<file path="config.mk">
export PLATFORM = sky130hd
export DESIGN_NAME = hazard_ctrl_unit
export DESIGN_NICKNAME = d
export VERILOG_FILES = /design/src/rtl/hazard_ctrl_unit.sv
export SDC_FILE = /design/constraint.sdc
export NUM_CORES = 1
export LEC_CHECK = 0
export ABC_CLOCK_PERIOD_IN_PS = 2300
export CAP_MARGIN = 10
export CORE_ASPECT_RATIO = 2
export CORE_MARGIN = 2
export CORE_UTILIZATION = 37
export CTS_CLUSTER_SIZE = 24
export DETAILED_ROUTE_END_ITERATION = 6
export PLACE_DENSITY = 0.81
export SYNTH_ARGS = -nofsm -noshare
export SYNTH_HDL_FRONTEND = slang
export SYNTH_SLANG_ARGS = --single-unit
</file>
<file path="constraint.sdc">
create_clock -name clk -period 2.3 [get_ports clk]
set_input_delay 0.46 -clock clk [delete_from_list [all_inputs] [get_ports clk]]
set_output_delay 0.46 -clock clk [all_outputs]
set_load 0.1 [all_outputs]
</file>
<file path="src/rtl/hazard_ctrl_unit.sv">
// hazard_ctrl_unit: pipeline sequencing controller for the IF/ID and ID/EX
// pipeline registers.
//   - load-use hazard: one ID/EX bubble, PC and IF/ID frozen for one cycle
//   - taken branch: flush IF/ID and ID/EX, redirect PC to branch_target
//   - dmem_busy: whole front end frozen; a branch seen during the freeze is
//     held pending and redirected in the cycle after the freeze ends
//   - timeout_err: sticky, set once MAX_WAIT consecutive busy cycles are seen
// Ports:
//   clk, reset (async, active-high)
//   if_id_rs1/rs2/valid, id_ex_rd/memread/valid : hazard detection inputs
//   branch_taken, branch_target                 : branch resolution from EX
//   dmem_busy                                   : data memory not ready
//   pc_write, if_id_write, id_ex_write          : register update enables
//   id_ex_bubble, if_id_flush                   : bubble / NOP insertion
//   pc_sel, pc_target                           : PC redirect
//   timeout_err                                 : sticky busy-timeout flag
//   stall_cycles, flush_count                   : performance counters
// Build option: define HAZARD_PERF_CNT_EN to enable the performance counters;
// otherwise both counter outputs are tied to zero.
module hazard_ctrl_unit #(
  parameter int unsigned PC_W     = 64,
  parameter int unsigned MAX_WAIT = 255
) (
  input  logic            clk,
  input  logic            reset,
  input  logic [4:0]      if_id_rs1,
  input  logic [4:0]      if_id_rs2,
  input  logic            if_id_valid,
  input  logic [4:0]      id_ex_rd,
  input  logic            id_ex_memread,
  input  logic            id_ex_valid,
  input  logic            branch_taken,
  input  logic [PC_W-1:0] branch_target,
  input  logic            dmem_busy,
  output logic            pc_write,
  output logic            if_id_write,
  output logic            id_ex_write,
  output logic            id_ex_bubble,
  output logic            if_id_flush,
  output logic            pc_sel,
  output logic [PC_W-1:0] pc_target,
  output logic            timeout_err,
  output logic [31:0]     stall_cycles,
  output logic [31:0]     flush_count
);

  localparam logic [7:0] MAX_WAIT_C = 8'(MAX_WAIT);

  typedef enum logic [1:0] {RUN, LU_STALL, MEM_WAIT, REDIRECT} state_e;

  state_e            state_q, state_d;
  logic              pend_q, pend_d;
  logic [PC_W-1:0]   pend_tgt_q, pend_tgt_d;
  logic [7:0]        wait_cnt_q, wait_cnt_d;
  logic              timeout_q, timeout_d;
  logic              lu;

  logic              pc_write_c, if_id_write_c, id_ex_write_c;
  logic              bubble_c, flush_c, pc_sel_c;
  logic [PC_W-1:0]   pc_target_c;

  assign lu = id_ex_valid & id_ex_memread & if_id_valid & (id_ex_rd != 5'd0) &
              ((id_ex_rd == if_id_rs1) | (id_ex_rd == if_id_rs2));

  always_comb begin
    state_d       = state_q;
    pend_d        = pend_q;
    pend_tgt_d    = pend_tgt_q;
    wait_cnt_d    = '0;
    pc_write_c    = 1'b1;
    if_id_write_c = 1'b1;
    id_ex_write_c = 1'b1;
    bubble_c      = 1'b0;
    flush_c       = 1'b0;
    pc_sel_c      = 1'b0;
    pc_target_c   = '0;

    case (state_q)
      RUN, LU_STALL: begin
        if (dmem_busy) begin
          pc_write_c    = 1'b0;
          if_id_write_c = 1'b0;
          id_ex_write_c = 1'b0;
          if (branch_taken) begin
            pend_d     = 1'b1;
            pend_tgt_d = branch_target;
          end
          wait_cnt_d = 8'd1;
          state_d    = MEM_WAIT;
        end else if (branch_taken) begin
          pc_sel_c    = 1'b1;
          pc_target_c = branch_target;
          flush_c     = 1'b1;
          bubble_c    = 1'b1;
          state_d     = RUN;
        end else if (lu && (state_q == RUN)) begin
          pc_write_c    = 1'b0;
          if_id_write_c = 1'b0;
          bubble_c      = 1'b1;
          state_d       = LU_STALL;
        end else begin
          state_d = RUN;
        end
      end

      MEM_WAIT: begin
        pc_write_c    = 1'b0;
        if_id_write_c = 1'b0;
        id_ex_write_c = 1'b0;
        if (branch_taken) begin
          pend_d     = 1'b1;
          pend_tgt_d = branch_target;
        end
        if (dmem_busy) begin
          wait_cnt_d = (wait_cnt_q == 8'hFF) ? 8'hFF : wait_cnt_q + 8'd1;
        end else begin
          state_d = (pend_q | branch_taken) ? REDIRECT : RUN;
        end
      end

      REDIRECT: begin
        // A freeze arriving here wins: the redirect stays pending and is
        // replayed once the freeze ends. A live branch here is wrong-path.
        if (dmem_busy) begin
          pc_write_c    = 1'b0;
          if_id_write_c = 1'b0;
          id_ex_write_c = 1'b0;
          wait_cnt_d    = 8'd1;
          state_d       = MEM_WAIT;
        end else begin
          pc_sel_c    = 1'b1;
          pc_target_c = pend_tgt_q;
          flush_c     = 1'b1;
          bubble_c    = 1'b1;
          pend_d      = 1'b0;
          state_d     = RUN;
        end
      end

      default: state_d = RUN;
    endcase

    timeout_d = timeout_q | (dmem_busy & (wait_cnt_d >= MAX_WAIT_C));
  end

  always_ff @(posedge clk or posedge reset) begin
    if (reset) begin
      state_q    <= RUN;
      pend_q     <= 1'b0;
      pend_tgt_q <= '0;
      wait_cnt_q <= '0;
      timeout_q  <= 1'b0;
    end else begin
      state_q    <= state_d;
      pend_q     <= pend_d;
      pend_tgt_q <= pend_tgt_d;
      wait_cnt_q <= wait_cnt_d;
      timeout_q  <= timeout_d;
    end
  end

  // Control outputs are forced inactive for as long as reset is asserted.
  always_comb begin
    pc_write     = ~reset & pc_write_c;
    if_id_write  = ~reset & if_id_write_c;
    id_ex_write  = ~reset & id_ex_write_c;
    id_ex_bubble = ~reset & bubble_c;
    if_id_flush  = ~reset & flush_c;
    pc_sel       = ~reset & pc_sel_c;
    pc_target    = reset ? '0 : pc_target_c;
  end

  assign timeout_err = timeout_q;

`ifdef HAZARD_PERF_CNT_EN
  logic [31:0] stall_cnt_q, stall_cnt_d;
  logic [31:0] flush_cnt_q, flush_cnt_d;

  always_comb begin
    stall_cnt_d = stall_cnt_q;
    flush_cnt_d = flush_cnt_q;
    if (!pc_write)   stall_cnt_d = stall_cnt_q + 32'd1;
    if (if_id_flush) flush_cnt_d = flush_cnt_q + 32'd1;
  end

  always_ff @(posedge clk or posedge reset) begin
    if (reset) begin
      stall_cnt_q <= '0;
      flush_cnt_q <= '0;
    end else begin
      stall_cnt_q <= stall_cnt_d;
      flush_cnt_q <= flush_cnt_d;
    end
  end

  assign stall_cycles = stall_cnt_q;
  assign flush_count  = flush_cnt_q;
`else
  assign stall_cycles = '0;
  assign flush_count  = '0;
`endif

endmodule

</file>
; ---- Word-level counts from Yosys, hierarchy flattened
; Cells that the tools add are included.
[word_totals]
elab_cells = 73
out_inout_bits = 135
input_bits = 86
register_bits = 76
[op_classes]
bitwise = 13
muxes = 36
reduce_logical = 8
eq_ne = 9
addsub = 1
magnitude_cmp = 1
[op_table]
columns = cell, n
row1 = $mux W64, 6
row2 = $pmux W64 S2, 2
row3 = $mux W8, 2
row4 = $pmux W8 S2, 1
row5 = $mux W1, 15
row6 = $eq A5 B5 Y1, 2
row7 = $and A1 B1 Y1, 9
row8 = $add A8 B1 Y8 const B, 1
row9 = $eq A8 B8 Y1 const B, 1
row10 = $ge A8 B8 Y1 const B, 1
row11 = $mux W2, 4
row12 = $ne A2 B2 Y1 const B, 3
row13 = $pmux W1 S2, 3
row14 = $pmux W1 S3, 2
row15 = $pmux W2 S3, 1
row16 = $reduce_bool A5 Y1, 1
row17 = $eq A2 B2 Y1 const B, 2
row18 = $reduce_and A2 Y1, 2
row19 = $or A1 B1 Y1, 3
row20 = $reduce_or A3 Y1, 1
row21 = $eq A2 B1 Y1 const B, 1
row22 = $logic_not A2 Y1, 1
row23 = $reduce_bool A2 Y1, 1
row24 = $reduce_or A2 Y1, 1
row25 = other kinds (2), 2

; ---- Logic depth before layout (Yosys ltp)
; Gate-level depths: netlist (run 1).
[depth]
word_depth = 10
ltp_mapped = 7
ltp_nobuf = 6

; ---- Worst setup path after synthesis (run 1)
; OpenSTA, ideal clock, no wires.
[synth_timing]
path_type = reg2out
startpoint = register state_q[1]
endpoint = output id_ex_bubble
t_required_ns = 1.840
path_buffers = 1
t_arrival_ns = 3.288
path_stages_with_launch = 7
slack_ns = -1.448
path_cell_list = dfrtp_1 -> nor2b_1 -> buf_2 -> or2_2 -> nor2_2 -> o21a_1 -> a31o_2
[synth_via]
elab_chain_len = 7
elab_cells_between_ends = 10
cone_classes = eq/ne (2) / mux (4) / bitwise (1) / reduce/logical (3)
[synth_lines]
columns = item, line_no
row1 = from (decl), 51  ; state_e state_q, state_d;
row2 = from (signal assigned), 154  ; state_q <= state_d;
row3 = $logic_not A2 Y1, "78, 96"
row4 = $logic_and A1 B1 Y1, 96  ; end else if (lu && (state_q == RUN)) begin
row5 = $mux W1, 96
row6 = $mux W1, 90  ; end else if (branch_taken) begin
row7 = $mux W1, 80  ; if (dmem_busy) begin
row8 = $pmux W1 S2 *, 78  ; case (state_q)
row9 = $and A1 B1 Y1 *, 167  ; id_ex_bubble = ~reset & bubble_c;
row10 = to (decl), 38  ; output logic id_ex_bubble,
; Every way passes the cells marked *; elsewhere a longest branch is shown, timed or not.

; ---- Worst setup path in the final report (run 1)
[layout_timing]
startpoint = register state_q[1]
endpoint = output pc_target[62]
[layout_via]
elab_chain_len = 4
elab_cells_between_ends = 6
cone_classes = eq/ne (2) / mux (2) / reduce/logical (2)
[layout_lines]
columns = item, line_no
row1 = $eq A2 B1 Y1 / $logic_not A2 Y1 (equally long branches), 78
row2 = $reduce_or A2 Y1, 78
row3 = $pmux W64 S2 *, 78
row4 = $mux W64 *, 170  ; pc_target = reset ? '0 : pc_target_c;
row5 = to (decl), 41  ; output logic [PC_W-1:0] pc_target,
; Marks and branches as above.

==> results of run 1 <==
stage by stage:
step	util [%]	cell area (sq um)	hold slack, ps
after global routing	68.3	8230	523
final	68.3	8230	510
after floorplan	-	5320	473
after global placement	61.5	7410	487
after CTS	65.9	7940	506
after detailed placement	61.5	7410	493
routing by layer:
layer	vias up	share of wire (%)	GRT usage (%)
met4	0	4.0	11.4
met1	2019	32	21.8
met2	193	59	39.4
li1	1808	-	-
met5	-	0	0
met3	43	5.3	4.55
worst max-delay path by stage:
| stage | end | depth (start not counted) |
|---|---|---|
| floorplan | id_ex_bubble | 6 |
| detailed placement | pc_target[20] | 7 |
| global placement | pc_target[20] | 7 |
| finish | pc_target[62] | 7 |
| CTS | pc_target[38] | 7 |
| global route | pc_target[26] | 7 |
logic make-up after synthesis:
family | after synthesis | share of synthesized area, %
simple gates | 105 | 10.0
buf+inv | 100 | 15.0
compound gates | 86 | 13.8
flops | 76 | 42.0
mux | 65 | 16.1
xor+xnor | 14 | 2.71
fa+ha+maj | 1 | 0.276
other cells | 1 | 0.0827
synth_stat cells (2+ instances only):
master    instances
xnor2_1          12
nand2b_1          4
clkbuf_1         13
or2_2             2
a22oi_1          64
nand3_1           7
nor3_1            2
buf_4            66
nand2_1          10
a21oi_1           8
xor2_1            2
a31oi_1           5
inv_1             6
buf_6             6
o22ai_1           2
nor2_1           70
nand4_1           2
mux2_2           64
buf_2             9
dfrtp_1          76
final cells by class:
type | instances | area (sq um) | area share [%]
clock inverters | 6 | 88.8 | 1.08
well taps | 147 | 184 | 2.23
inverters | 6 | 26.3 | 0.319
clock buffers | 10 | 229 | 2.78
repair buffers | 199 | 2870 | 34.8
multi-input cells | 335 | 2930 | 35.6
flip-flops and latches | 76 | 1900 | 23.1
timing repair:
action,in CTS,in global routing
pin swaps,40,43
setup buffers,8,2
endpoints found under the setup margin,69,70
cloned,2,4
resized for setup,38,37
state kept, by name, indices dropped and copies added, names as in the netlist:
register / cells
pend_tgt_q: 64
wait_cnt_q: 8
state_q: 2
pend_q: 1
timeout_err: 1
critical path: stages (launching register included):
cell and delay [ps]:
dfrtp_1 400, or2_4 250, nor2_4 190, buf_12 180
clkbuf_16 160, a22oi_2 60, nor2_4 140, buf_12 180
report_power, final:
part	switching, mW	internal (mW)	leakage [nW]
Combinational	1.77	1.14	2.01
Sequential	0.305	1.77	0.901
Clock	0.533	0.949	0.149
Total	2.61	3.86	3.06
==> flow_summary.json, run 1 <==
{
  "dieWidth_um": 82.3,
  "via_per_inst": 5.22,
  "final_common_cell": "buf_12",
  "first_global_vias": 4338,
  "fmax_ghz": 0.420,
  "tritoncts": "done",
  "crit_path_start_kind": "flop",
  "tns_ps": -2700,
  "dp_slack_ps": -430,
  "crit_start": "state_q[1]",
  "regToRegSetupSlack_ps": 400,
  "final_nets": 714,
  "synth_warnings": 0,
  "insertion_delay_ps": 330,
  "hp-start": "pend_tgt_q[51]",
  "core_sq_um": 12100,
  "yosys-top-cells-area": "dfrtp_1 42%, mux2_2 16%, buf_4 11%",
  "synth_seq_cells": 76,
  "drive_gt1_share_pct": 50.2,
  "synth_edf_count": 0,
  "syn_area_sq_um": 4530,
  "rows": 57,
  "via_count": 4063,
  "gp_congestion": 0.892,
  "wl_um": 14500,
  "worstHoldPathCells": 1,
  "grt_usage_pct": 21.6,
  "leakage_nw": 3.06,
  "fin_cells": 779,
  "clock_path_buffers": 2,
  "syn2layout_area_growth_pct": 81.6,
  "synthDistinctLibCells": 38,
  "htree_levels": 3,
  "power_density_nw_per_um2": 787,
  "synth_flop_cell": "dfrtp_1",
  "rsz0062_at_grt": "true",
  "n_antenna_cell": 0,
  "hold_path_class": "reg2reg",
  "yosysSeqAreaShare_pct": 42.0,
  "crit_type": "reg2out",
  "synth.avg_cell_area_sq_um": 10.1,
  "portBuffers": 156,
  "numCtsBuffers": 9,
  "yosysTopAreaCell": "dfrtp_1",
  "placedCellCount": 748,
  "fin_crit_ps": 2380,
  "setup_violations": 69,
  "antenna_found_initial": 0,
  "fin_ws_ps": -79.3,
  "maxCapViolCount": 0,
  "drt_iter0_drc": 215,
  "clk_pin_slew_ps": 60,
  "vdd_drop_max_v": 0.000508,
  "hpwlAfterDp_um": 9960,
  "clock_skew_ps": 3.69,
  "drc": 0,
  "violations": "setup timing",
  "endpoint_kind": "primary output",
  "grt_overflow": 0,
  "syn-instance-count": 448,
  "min_period_over_period_pct": 103,
  "critical_path.max_fanout": 8,
  "ant_nets": 0,
  "status": "finished, violations left",
  "arrival_ps": 1920,
  "ioPinCount": 221,
  "first_pass_iters": 4,
  "slew_viol_final": 0,
  "most-common-layout-cells": "83 x buf_12, 76 x clkdlybuf4s50_1, 75 x dfrtp_1",
  "cts_hold_buf": 0,
  "cts_sinks": 76,
  "routedWlPerCell_um": 18.6,
  "cts_root_buffer": "clkbuf_16",
  "reg2reg_depth": 7,
  "grt_start_max_net_pins": 40,
  "start_util_pct": 37.6,
  "hold_path_end": "pend_tgt_q[51]",
  "hold_viol_final": 0,
  "fillCellCount": 825,
  "synth_top_area_share_pct": 42.0,
  "cp.required_ps": 1840,
  "dieArea_sq_um": 13200,
  "grt_pass1_wl_um": 21800,
  "worstReg2RegStart": "state_q[1]",
  "async_flop_share_pct": 100,
  "total_power_mw": 6.48,
  "rr_endpoint": "pend_tgt_q[18]",
  "die_y_um": 161
}
Note: power is estimated with default switching activity, not from simulation.
==> inputs of run 2 (changes only) <==
--- a/config.mk
+++ b/config.mk
@@ -13,6 +13,7 @@
 export CTS_CLUSTER_SIZE = 24
 export DETAILED_ROUTE_END_ITERATION = 6
 export PLACE_DENSITY = 0.81
+export SKIP_CTS_REPAIR_TIMING = 1
 export SYNTH_ARGS = -nofsm -noshare
 export SYNTH_HDL_FRONTEND = slang
 export SYNTH_SLANG_ARGS = --single-unit
==> flow_summary.json, run 2 (synthesized netlist as in run 1, its figures left out) <==
{
  "status": "finished, violations left",
  "violations": "setup timing",
  "power_density_nw_per_um2": 784,
  "reg.largest.list": "pend_tgt_q x64, wait_cnt_q x8, state_q x2",
  "first_global_vias": 4178,
  "dp_slack_ps": -430,
  "setup_violations": 65,
  "slew_viol_final": 0,
  "top_register": "pend_tgt_q",
  "grt_usage_pct": 20.5,
  "seq_area_sq_um": 1900,
  "grt_util_met3_pct": 4.21,
  "pwr-share-comb_pct": 45.0,
  "p_sw_mw": 2.61,
  "critical_path.slowest_cell": "dfrtp_1",
  "final_common_cell": "buf_12",
  "p_int_mw": 3.86,
  "placedCellCount": 748,
  "hold_viol_final": 0,
  "maxCapViolCount": 0,
  "place_area_sq_um": 7410,
  "syn2layout_area_growth_pct": 82.2,
  "via_per_inst": 5.20,
  "via_count": 4033,
  "grt_pass1_wl_um": 20700,
  "grt_overflow": 0,
  "numCtsBuffers": 9,
  "wl_um": 14500,
  "final_nets": 710,
  "crit_type": "reg2out",
  "sequentialPowerShare_pct": 32.2,
  "grt_start_max_net_pins": 40,
  "portBuffers": 156,
  "hold_ws_ps": 510,
  "first_pass_iters": 4,
  "fin_ws_ps": -73.5,
  "fin_crit_ps": 2370,
  "rows": 57,
  "antenna_found_initial": 0,
  "htree_levels": 3,
  "drc": 0,
  "fillCellCount": 807,
  "cp.required_ps": 1840,
  "min_period_over_period_pct": 103,
  "fmax_ghz": 0.421,
  "worstHoldPathCells": 1,
  "reg2reg_depth": 6,
  "dieArea_sq_um": 13200,
  "drt_iter0_drc": 257,
  "routedWlPerCell_um": 18.7,
  "grt_use_met2_pct": 38.0,
  "ioPinCount": 221,
  "critical_path.max_fanout": 4,
  "hpwlAfterDp_um": 9960,
  "clock_skew_ps": 3.93,
  "total_power_mw": 6.47,
  "use_met1_pct": 20.4,
  "power.share.clock_pct": 22.9,
  "crit_path_max_incr_delay_ps": 390,
  "tritoncts": "done",
  "rsz0062_at_grt": "true",
  "cts_sinks": 76,
  "dieWidth_um": 82.3,
  "grt.busiest_layer": "met2",
  "multi_input_area_sq_um": 2990,
  "most-common-layout-cells": "81 x buf_12, 75 x dfrtp_1, 71 x clkdlybuf4s50_1",
  "drive_gt1_share_pct": 51.1,
  "gp_congestion": 0.892,
  "utilization_pct": 68.5,
  "hold_path_class": "reg2reg",
  "endpoint_kind": "primary output",
  "vdd_drop_max_v": 0.000507,
  "cts_root_buffer": "clkbuf_16",
  "core_sq_um": 12100,
  "start_util_pct": 37.6,
  "arrival_ps": 1910,
  "ant_nets": 0,
  "cp_cell_sequence": "buf_6, nor2b_4, or2_4, nor2_4, o21a_4, a31o_4, buf_12",
  "clock_path_buffers": 2,
  "fin_cells": 775,
  "leakage_nw": 3.15,
  "p_sw_share_pct": 40.4,
  "insertion_delay_ps": 330,
  "clk_pin_slew_ps": 60,
  "n_antenna_cell": 0,
  "tns_ps": -2450,
  "die_y_um": 161,
  "design_area_sq_um": 8260,
  "largest_register_ffs": 64,
  "crit_path_start_kind": "flop"
}
## run 2: cell count changes in the layout (fill, tap and decap cells not counted), sizes merged
cell,before,now
dlymetal6s2s,1,14
buf,112,107
clkdlybuf4s50,76,71
dlygate4sd2,4,0
clkdlybuf4s15,3,0
## run 2: path summary, 6_finish.rpt
check	start	end	slack (ps)
max	state_q[1]	id_ex_bubble	-70
min in group asynchronous	reset	wait_cnt_q[1]	620
min reg2reg	pend_tgt_q[51]	pend_tgt_q[51]	510
max in group asynchronous	reset	state_q[0]	1180
min	pend_tgt_q[51]	pend_tgt_q[51]	510
max reg2reg	wait_cnt_q[0]	timeout_err	400
## run 2: area by class of cell
cell class | count | share of cell area [%]
clock buffers | 10 | 2.77
clock inverters | 6 | 1.08
inverters | 6 | 0.318
multi-input cells | 335 | 36.3
flip-flops and latches | 76 | 23.1
well taps | 147 | 2.23
repair buffers | 195 | 34.3
## run 2: worst max-delay path: cells and delay by family (launching register included)
kind,cells,cell delay (ps)
compound gates,2,320
flops,1,390
buf+inv,2,300
simple gates,3,570
## run 2: power by group through the flow
| stage | clock [mW] | combinational, mW | sequential, mW |
|---|---|---|---|
| final | 1.48 | 2.91 | 2.08 |
| after global routing | 1.57 | 3.04 | 2.12 |
| after CTS | 1.51 | 2.72 | 2.00 |
| after detailed placement | 0 | 2.72 | 2.02 |
| after global placement | 0 | 2.65 | 1.98 |
| after floorplan | 0 | 2.13 | 1.95 |
## run 2: layer usage
layer	wire length [um]	vias to the layer above
li1	-	1801
met1	4810	1994
met2	8310	203
met3	796	35
met4	540	0
met5	0	-
==> inputs of run 3 (changes only) <==
--- a/config.mk
+++ b/config.mk
@@ -12,7 +12,7 @@
 export CORE_UTILIZATION = 37
 export CTS_CLUSTER_SIZE = 24
 export DETAILED_ROUTE_END_ITERATION = 6
-export PLACE_DENSITY = 0.81
+export PLACE_DENSITY = 0.76
 export SKIP_CTS_REPAIR_TIMING = 1
 export SYNTH_ARGS = -nofsm -noshare
 export SYNTH_HDL_FRONTEND = slang
==> flow_summary.json, run 3 (synthesized netlist as in run 1, its figures left out) <==
{
  "status": "finished, violations left",
  "violations": "setup timing",
  "pwr-share-comb_pct": 46.1,
  "place_area_sq_um": 7430,
  "setup_violations": 66,
  "die_y_um": 161,
  "worstHoldPathCells": 3,
  "p_sw_share_pct": 40.9,
  "hpwlAfterDp_um": 10100,
  "grt_start_max_net_pins": 39,
  "final_nets": 714,
  "hold_path_class": "in2reg",
  "fin_ws_ps": -74.3,
  "cts_root_buffer": "clkbuf_16",
  "worst_slew_pin_slew_ps": 627,
  "core_sq_um": 12100,
  "dieArea_sq_um": 13200,
  "syn2layout_area_growth_pct": 81.7,
  "clock_skew_ps": 6.03,
  "min_period_over_period_pct": 103,
  "numCtsBuffers": 9,
  "fillCellCount": 831,
  "start_util_pct": 37.6,
  "hp-start": "dmem_busy",
  "crit_type": "reg2out",
  "fmax_ghz": 0.421,
  "slew_viol_final": 0,
  "dp_slack_ps": -271,
  "hold_viol_final": 0,
  "p_int_mw": 3.75,
  "final_common_cell": "buf_12",
  "grt_overflow": 0,
  "utilization_pct": 68.3,
  "via_per_inst": 5.18,
  "rr_endpoint": "pend_tgt_q[47]",
  "clk_pin_slew_ps": 60,
  "design_area_sq_um": 8240,
  "cts_sinks": 76,
  "drc": 0,
  "most-common-layout-cells": "79 x buf_12, 78 x clkdlybuf4s50_1, 75 x dfrtp_1",
  "power.share.clock_pct": 21.3,
  "gp_congestion": 0.817,
  "ioPinCount": 221,
  "rsz0062_at_grt": "true",
  "clock_path_buffers": 2,
  "htree_levels": 3,
  "sequentialPowerShare_pct": 32.6,
  "first_pass_iters": 4,
  "insertion_delay_ps": 320,
  "drive_gt1_share_pct": 50.6,
  "power_density_nw_per_um2": 771,
  "vdd_drop_max_v": 0.000473,
  "reg2reg_depth": 6,
  "hold_path_end": "state_q[0]",
  "rows": 57,
  "portBuffers": 156,
  "slew_headroom_pct": 58.1,
  "p_sw_mw": 2.60,
  "wl_um": 14600,
  "top_register": "pend_tgt_q",
  "critical_path.max_fanout": 29,
  "dieWidth_um": 82.3,
  "drt_iter0_drc": 204,
  "largest_register_ffs": 64,
  "routedWlPerCell_um": 18.7,
  "cp.required_ps": 1840,
  "grt_usage_pct": 20.1,
  "arrival_ps": 1910,
  "via_count": 4051,
  "maxCapViolCount": 0,
  "endpoint_kind": "primary output",
  "crit_start": "state_q[1]",
  "leakage_nw": 3.10,
  "regToRegSetupSlack_ps": 500,
  "total_power_mw": 6.35,
  "antenna_found_initial": 2,
  "first_global_vias": 3986,
  "worstReg2RegStart": "state_q[1]",
  "crit_path_start_kind": "flop",
  "tritoncts": "done",
  "grt_pass1_wl_um": 20100,
  "reg.largest.list": "pend_tgt_q x64, wait_cnt_q x8, state_q x2",
  "ant_nets": 0,
  "fin_crit_ps": 2370
}
==> run 3: cell types whose count changed in the layout (fill, tap and decap cells not counted), moves of 3 or more <==
cell / previous run / this run
clkdlybuf4s50_1: 71 / 78
dlymetal6s2s_1: 14 / 7
a22oi_2: 50 / 47
diode_2: 0 / 3
a22oi_1: 14 / 17
buf_6: 5 / 8
==> run 3: worst max-delay path, cell delays in order (launching register included) <==
cell and delay, ps:
dfrtp_1 390, buf_6 130, nor2b_4 120, or2_4 320, buf_12 230, nor2_4 170, buf_12 180
==> run 3: how the worst max path moves through the flow <==
| stage | to | slack [ps] | cells after the start |
|---|---|---|---|
| global placement | pc_target[41] | -230 | 8 |
| finish | pc_target[27] | -70 | 6 |
| global route | pc_target[4] | -140 | 7 |
| detailed placement | pc_write | -270 | 7 |
| CTS | pc_write | -280 | 7 |
| floorplan | id_ex_bubble | -440 | 6 |
==> run 3: final cells by class <==
type                            count  area (sq um)  share of cell area, %
Clock inverter                      5          52.6                  0.638
Clock buffer                       11           233                   2.83
Multi-Input combinational cell    335          2960                   36.0
Antenna cell                        3          7.51                 0.0912
Timing Repair Buffer              199          2870                   34.8
Sequential cell                    76          1900                   23.1
Inverter                            6          26.3                  0.319
Tap cell                          147           184                   2.23
==> run 3: metrics by stage <==
step | hold WS (ps) | cells | TNS (ps)
floorplan | 473 | 511 | -4040
global placement | 486 | 752 | -13280
detailed placement | 493 | 752 | -14640
CTS | 507 | 768 | -14950
global route | 522 | 781 | -6560
finish | 504 | 782 | -2720
==> run 3: power by group through the flow <==
stage	logic [mW]	clock network, mW	registers, mW
final	2.93	1.35	2.07
after global routing	3.06	1.45	2.11
after CTS	2.73	1.39	1.99
after detailed placement	2.73	0	2.02
after global placement	2.66	0	1.97
after floorplan	2.13	0	1.95
==> run 3: metal layers <==
| metal | GRT usage [%] | vias to the layer above | part of all wire [%] |
|---|---|---|---|
| met1 | 20.4 | 2024 | 32 |
| met2 | 36.7 | 180 | 59 |
| met5 | 0 | - | 0 |
| met4 | 11.5 | 0 | 3.8 |
| met3 | 3.31 | 27 | 4.8 |
| li1 | - | 1820 | - |
